$ cat config.mk
export PLATFORM = sky130hd
export DESIGN_NAME = sim_display_mux_flat
export DESIGN_NICKNAME = d
export VERILOG_FILES = /design/src/rtl/sim_display_pkg.sv /design/src/rtl/sim_display_mux_if.sv /design/src/rtl/bcd_to_7seg.sv /design/src/rtl/sim_display_mux.sv /design/src/flat_wrapper.sv
export SDC_FILE = /design/constraint.sdc
export NUM_CORES = 1
export LEC_CHECK = 0
export BUFFER_PORTS_ARGS = -buffer_cell sky130_fd_sc_hd__buf_2
export CAP_MARGIN = 15
export CORE_MARGIN = 5
export CORE_UTILIZATION = 35
export DETAILED_ROUTE_END_ITERATION = 10
export PLACE_DENSITY = 0.55
export SKIP_CTS_REPAIR_TIMING = 1
export SLEW_MARGIN = 10
export SYNTH_ARGS = -nofsm -noshare
export SYNTH_HDL_FRONTEND = slang
export SYNTH_SLANG_ARGS = --single-unit
$ cat constraint.sdc
create_clock -name clk -period 2.8 [get_ports clk]
set_input_delay 0.14 -clock clk [delete_from_list [all_inputs] [get_ports clk]]
set_output_delay 0.14 -clock clk [all_outputs]
set_load 0.01 [all_outputs]
$ cat src/rtl/sim_display_pkg.sv
// Segment encodings and bit order shared by the multiplexed 7-segment display driver.
package sim_display_pkg;

    localparam int unsigned SEG_WIDTH = 7;

    typedef logic [SEG_WIDTH-1:0] seg_t;

    // Segment bit positions on the sevenSegOut bus (no decimal point).
    typedef enum int unsigned {
        SEG_BIT_A = 0,
        SEG_BIT_B = 1,
        SEG_BIT_C = 2,
        SEG_BIT_D = 3,
        SEG_BIT_E = 4,
        SEG_BIT_F = 5,
        SEG_BIT_G = 6
    } seg_bit_e;

    localparam seg_t SEG_0    = 7'h3F;
    localparam seg_t SEG_1    = 7'h06;
    localparam seg_t SEG_2    = 7'h5B;
    localparam seg_t SEG_3    = 7'h4F;
    localparam seg_t SEG_4    = 7'h66;
    localparam seg_t SEG_5    = 7'h6D;
    localparam seg_t SEG_6    = 7'h7D;
    localparam seg_t SEG_7    = 7'h07;
    localparam seg_t SEG_8    = 7'h7F;
    localparam seg_t SEG_9    = 7'h6F;
    localparam seg_t SEG_DASH = 7'h40;
    localparam seg_t SEG_OFF  = 7'h00;

endpackage

$ cat src/rtl/sim_display_mux_if.sv
// Count-capture input and segment/digit pin bundle of the display driver.
interface sim_display_mux_if #(
    parameter int unsigned DIGITS = 4
);
    import sim_display_pkg::*;

    logic [4*DIGITS-1:0] validCount;
    logic                validStrobe;
    seg_t                sevenSegOut;
    logic [DIGITS-1:0]   digitEn;
    logic                frameTick;

    modport master (
        output validCount,
        output validStrobe,
        input  sevenSegOut,
        input  digitEn,
        input  frameTick
    );

    modport slave (
        input  validCount,
        input  validStrobe,
        output sevenSegOut,
        output digitEn,
        output frameTick
    );

endinterface

$ cat src/rtl/bcd_to_7seg.sv
// Combinational BCD-to-segment decoder; non-BCD nibbles render as a dash.
module bcd_to_7seg
    import sim_display_pkg::*;
(
    input  logic [3:0] bcd,
    output seg_t       seg_c
);

    always_comb begin
        seg_c = SEG_DASH;
        case (bcd)
            4'd0:    seg_c = SEG_0;
            4'd1:    seg_c = SEG_1;
            4'd2:    seg_c = SEG_2;
            4'd3:    seg_c = SEG_3;
            4'd4:    seg_c = SEG_4;
            4'd5:    seg_c = SEG_5;
            4'd6:    seg_c = SEG_6;
            4'd7:    seg_c = SEG_7;
            4'd8:    seg_c = SEG_8;
            4'd9:    seg_c = SEG_9;
            default: seg_c = SEG_DASH;
        endcase
    end

endmodule

$ cat src/rtl/sim_display_mux.sv
// Time-multiplexed multi-digit 7-segment driver with tear-free frame-boundary update.
// Optional leading-zero suppression: define SIM_DISPLAY_LEADING_ZERO_BLANK_EN.
module sim_display_mux #(
    parameter int unsigned DIGITS       = 4,
    parameter int unsigned REFRESH_DIV  = 1000,
    parameter int unsigned BLANK_CYCLES = 12,
    parameter int unsigned SEG_WIDTH    = 7
) (
    input  logic              clk,
    input  logic              rstN,
    sim_display_mux_if.slave  bus
);
    import sim_display_pkg::*;

    localparam int unsigned SLOT_W      = (REFRESH_DIV > 1) ? $clog2(REFRESH_DIV) : 1;
    localparam int unsigned IDX_W       = (DIGITS > 1) ? $clog2(DIGITS) : 1;
    localparam int unsigned BLANK_START = REFRESH_DIV - BLANK_CYCLES;

    logic [SLOT_W-1:0]     slotCnt;
    logic [IDX_W-1:0]      digitIdx;
    logic [DIGITS-1:0][3:0] shadow;
    logic [DIGITS-1:0][3:0] shown;

    logic [SEG_WIDTH-1:0]  segQ;
    logic [DIGITS-1:0]     digitEnQ;
    logic                  frameTickQ;

    logic                  slotWrap_c;
    logic                  idxWrap_c;
    logic                  blank_c;
    logic                  suppress_c;
    logic [3:0]            curNibble_c;
    seg_t                  segDec_c;

    assign slotWrap_c  = (slotCnt == SLOT_W'(REFRESH_DIV - 1));
    assign idxWrap_c   = (digitIdx == IDX_W'(DIGITS - 1));
    assign blank_c     = (32'(slotCnt) >= BLANK_START);
    assign curNibble_c = shown[digitIdx];

    bcd_to_7seg u_dec (
        .bcd   (curNibble_c),
        .seg_c (segDec_c)
    );

`ifdef SIM_DISPLAY_LEADING_ZERO_BLANK_EN
    logic [4*DIGITS-1:0] shownFlat_c;
    logic [DIGITS-1:0]   zeroFrom_c;

    // zeroFrom_c[i]: every nibble from i up to the MSD is zero.
    always_comb begin
        shownFlat_c = shown;
        zeroFrom_c  = '0;
        for (int i = 0; i < int'(DIGITS); i++) begin
            zeroFrom_c[i] = ((shownFlat_c >> (4 * i)) == '0);
        end
    end

    assign suppress_c = (digitIdx != '0) && zeroFrom_c[digitIdx];
`else
    assign suppress_c = 1'b0;
`endif

    // Slot/digit scan counters plus capture and frame-boundary transfer.
    always_ff @(posedge clk or negedge rstN) begin
        if (!rstN) begin
            slotCnt  <= '0;
            digitIdx <= '0;
            shadow   <= '0;
            shown    <= '0;
        end else begin
            if (slotWrap_c) begin
                slotCnt  <= '0;
                digitIdx <= idxWrap_c ? '0 : digitIdx + IDX_W'(1);
            end else begin
                slotCnt <= slotCnt + SLOT_W'(1);
            end
            if (bus.validStrobe) begin
                shadow <= bus.validCount;
            end
            if (slotWrap_c && idxWrap_c) begin
                shown <= shadow;
            end
        end
    end

    // Pin registers: one cycle behind the counter state they describe.
    always_ff @(posedge clk or negedge rstN) begin
        if (!rstN) begin
            segQ       <= '0;
            digitEnQ   <= '0;
            frameTickQ <= 1'b0;
        end else begin
            frameTickQ <= (slotCnt == '0) && (digitIdx == '0);
            if (blank_c) begin
                segQ     <= '0;
                digitEnQ <= '0;
            end else begin
                digitEnQ <= DIGITS'(1) << digitIdx;
                segQ     <= suppress_c ? SEG_WIDTH'(SEG_OFF) : SEG_WIDTH'(segDec_c);
            end
        end
    end

    assign bus.sevenSegOut = segQ;
    assign bus.digitEn     = digitEnQ;
    assign bus.frameTick   = frameTickQ;

endmodule

$ cat src/flat_wrapper.sv
// flat-port wrapper written by rule: the top's interface ports become plain ports
module sim_display_mux_flat import sim_display_pkg::*;
#(
    parameter int unsigned DIGITS       = 4,
    parameter int unsigned REFRESH_DIV  = 1000,
    parameter int unsigned BLANK_CYCLES = 12,
    parameter int unsigned SEG_WIDTH    = 7
)
  (clk, rstN, bus_validCount, bus_validStrobe, bus_sevenSegOut, bus_digitEn, bus_frameTick);
  sim_display_mux_if #(.DIGITS(DIGITS)) bus_i ();
  input  logic clk;
  input  logic rstN;
  input wire logic [$bits(bus_i.validCount)-1:0] bus_validCount;
  input wire logic [$bits(bus_i.validStrobe)-1:0] bus_validStrobe;
  output wire logic [$bits(bus_i.sevenSegOut)-1:0] bus_sevenSegOut;
  output wire logic [$bits(bus_i.digitEn)-1:0] bus_digitEn;
  output wire logic [$bits(bus_i.frameTick)-1:0] bus_frameTick;
  assign bus_i.validCount = bus_validCount;
  assign bus_i.validStrobe = bus_validStrobe;
  assign bus_sevenSegOut = bus_i.sevenSegOut;
  assign bus_digitEn = bus_i.digitEn;
  assign bus_frameTick = bus_i.frameTick;
  sim_display_mux #(.DIGITS(DIGITS), .REFRESH_DIV(REFRESH_DIV), .BLANK_CYCLES(BLANK_CYCLES), .SEG_WIDTH(SEG_WIDTH)) u_core (.clk(clk), .rstN(rstN), .bus(bus_i));
endmodule
==> flow_metrics.tcl <==
set metrics [dict create \
    end_kind "flop" \
    die_h_um 95.3 \
    crit_path_max_fanout 10 \
    gp_congestion 0.780 \
    finalWorstPathRequiredPeriod_ns 2.11 \
    critPathArrivalTime_ns 2.28 \
    setup_viol 0 \
    ios 31 \
    cts_tree "done" \
    clock.fmax_ghz 0.474 \
    leakage_nw 1.37 \
    synthSimpleGateAreaFrac_pct 9.54 \
    p_clk_share_pct 33.4 \
    peakVddDrop_mv 0.187 \
    utilization_pct 40.2 \
    min_path_type "in2async" \
    drt_pass1_iterations 6 \
    clkLatencyLatePin_ns 0.31 \
    crit_cells 6 \
    num_rows 31 \
    finish.instance_area_um2 2890 \
    antennaDiodeCount 0 \
    die_width_um 95.3 \
    cp-start-kind "flop" \
    numClockSinks 56 \
    crit_slowest_cell "dfrtp_1" \
    drc_errors 0 \
    ctsHtreeMaxLevel 2 \
    synthMuxAreaShare_pct 21.2 \
    drive_gt1_share_pct 36.4 \
    status "finished, violations left" \
    p_per_area_nw_per_um2 469 \
    syn-cell-area_um2 2540 \
    syn_area_per_cell_um2 13.2 \
    violations "negative hold slack" \
    seq_area_um2 1400 \
    vias 1446 \
    yosys_warnings 0 \
    max_stage_delay_ns 0.64 \
    seqPwrFrac_pct 62.3 \
    cp_top_family "flip-flops" \
    wire_per_inst_um 12.8 \
    path_clk_slew_ns 0.10 \
    grt_pass1_vias 1405 \
    cts-buffers-inserted 5 \
    die-area_um2 9080 \
    fin_worst_skew_ns 0.0114 \
    report.final.slew_viol_count 0 \
    synth_top_family_by_area "multiplexers" \
    criticalPathCategory "reg2reg" \
    core_area_um2 7180 \
    num-nets-final 253 \
    fillCellCount 680 \
    drtIter0Drc 53 \
    drv_cap 0 \
    synth_edf_count 0 \
    root_buffer "clkbuf_8" \
    synth_xor_area_share_pct 2.06 \
    sw_frac_of_total_pct 22.8 \
    finalHoldViolCount 39 \
    rsz0062_at_grt "false" \
    internal-power_w 0.00104 \
    async_flop_share_pct 100 \
    slew_headroom_pct 40.5 \
    synthAdderAreaFrac_pct 4.92 \
    power.switching_w 0.000309 \
    synth_cell_types 33 \
    synth_seq_cells 56 \
    fin_total_pwr_w 0.00135 \
    finalWirelength_um 4130 \
    track_usage_pct 10.2 \
    tightest_slew_ns 0.893 \
    multi_input_area_um2 1060 \
    grt_pass1_wl_um 7080 \
    grt_overflow 0 \
    place_area_um2 2790 \
    crit_chain "mux4_2, inv_1, ha_1, and2_0, o21ai_1, a21oi_1" \
    dpl.hpwl_um 2920 \
    cp.required_ns 2.97 \
    syn2layout_area_growth_pct 13.4 \
    grt_start_max_net_pins 41 \
    synth-compound-area-share_pct 4.03 \
    critPathBufInv 1 \
    antenna_found_initial 0 \
    p_comb_share_pct 4.3 \
    holdWs_ns -0.0522 \
    finalCritPeriodShare_pct 75.4 \
    tns_ns 0 \
    ant_nets 0 \
    io_buffers 30 \
    synth_nets 222 \
    start_util_pct 35.5 \
    cts_max_path_buffers 2 \
    worst_r2r_path_depth 6 \
    ys_seq_area_share_pct 55.1 \
    netlist_instances 193 \
    via_per_inst 4.46 \
    ys.flop_type "dfrtp_1" \
]
==> power groups by stage <==
| stage | Clock (W) | Sequential (W) | Combinational [W] |
|---|---|---|---|
| after global routing | 0.000516 | 0.000847 | 0.0000665 |
| after CTS | 0.000481 | 0.000844 | 0.0000606 |
| after detailed placement | 0 | 0.000860 | 0.0000602 |
| after floorplan | 0 | 0.000855 | 0.0000284 |
| after global placement | 0 | 0.000860 | 0.0000589 |
| final | 0.000452 | 0.000843 | 0.0000579 |
==> metal layers <==
layer / part of all wire (%) / GRT usage [%] / wire length [µm]
met1: 51 / 14.9 / 2130
met2: 43 / 14.5 / 1770
met3: 3.8 / 2.45 / 157
met4: 1.9 / 3.97 / 77
met5: 0 / 0 / 0
==> cell families (layout without fill, tap and decap cells) <==
| group | count (synthesis) | count (layout) |
|---|---|---|
| and+or+nand+nor | 43 | 43 |
| AOI/OAI and AO/OA | 19 | 19 |
| DFF | 56 | 56 |
| muxes | 41 | 41 |
| buffers and inverters | 18 | 50 |
| adders and majority gates | 10 | 10 |
| xor gates and xnor gates | 6 | 6 |
==> metrics by stage <==
step / std cells / setup WS (ns)
final: 324 / 0.688
after global routing: 324 / 0.475
after CTS: 324 / 0.660
after detailed placement: 316 / 0.687
after global placement: 316 / 0.745
after floorplan: 193 / 0.944
==> flip-flops by register name, summed over array words and instances, names as in the netlist <==
name,count
u_core.bus.digitEn,4
u_core.bus.frameTick,1
u_core.bus.sevenSegOut,7
u_core.digitIdx,2
u_core.shadow,16
u_core.shown,16
u_core.slotCnt,10
==> cell type report <==
type | count | share of cell area, %
Clock buffer | 5 | 2.39
Clock inverter | 3 | 0.867
Sequential cell | 56 | 48.6
Timing Repair Buffer | 32 | 5.72
Inverter | 10 | 1.30
Tap cell | 99 | 4.29
Multi-Input combinational cell | 119 | 36.9
==> layout by cell type (no fill, tap or decap), types with 4 or more instances in the layout <==
master / n
dfrtp_1: 56
buf_2: 30
mux2_2: 24
nor2_1: 13
mux2_4: 10
ha_1: 10
inv_1: 9
a21oi_1: 9
nand2_1: 7
nor2b_1: 5
clkbuf_8: 5
mux4_2: 4
nand3_1: 4
o21ai_0: 4
xor2_1: 4
==> worst paths after layout <==
| path | startpoint | endpoint | slack [ns] |
|---|---|---|---|
| max | u_core.digitIdx[0]$_DFFE_PN0N_ | u_core.bus.sevenSegOut[3]$_DFF_PN0_ | 0.69 |
| min | rstN | u_core.bus.sevenSegOut[6]$_DFF_PN0_ | -0.05 |
| min in group clk | bus_validCount[8] | u_core.shadow[8]$_DFFE_PN0P_ | 0.05 |
| max in group asynchronous | rstN | u_core.shadow[14]$_DFFE_PN0P_ | 2.09 |
| min reg2reg | u_core.slotCnt[0]$_DFF_PN0_ | u_core.slotCnt[0]$_DFF_PN0_ | 0.48 |
| max reg2reg | u_core.digitIdx[0]$_DFFE_PN0N_ | u_core.bus.sevenSegOut[3]$_DFF_PN0_ | 0.69 |
==> synth_stat cells (3+ instances only) <==
cell / instances / area share [%]
nor2b_1: 5 / 1.2
clkbuf_1: 4 / 0.59
ha_1: 10 / 4.9
mux2_4: 10 / 5.9
nor2_1: 13 / 1.9
nand3_1: 4 / 0.79
mux2_2: 24 / 11
nand2_1: 7 / 1.0
o21ai_0: 4 / 0.79
mux2i_1: 3 / 1.2
and3_1: 3 / 0.74
mux4_2: 4 / 3.5
dfrtp_1: 56 / 55
inv_1: 9 / 1.3
a21oi_1: 9 / 1.8
xor2_1: 4 / 1.4
(Power assumes the default switching activity.)
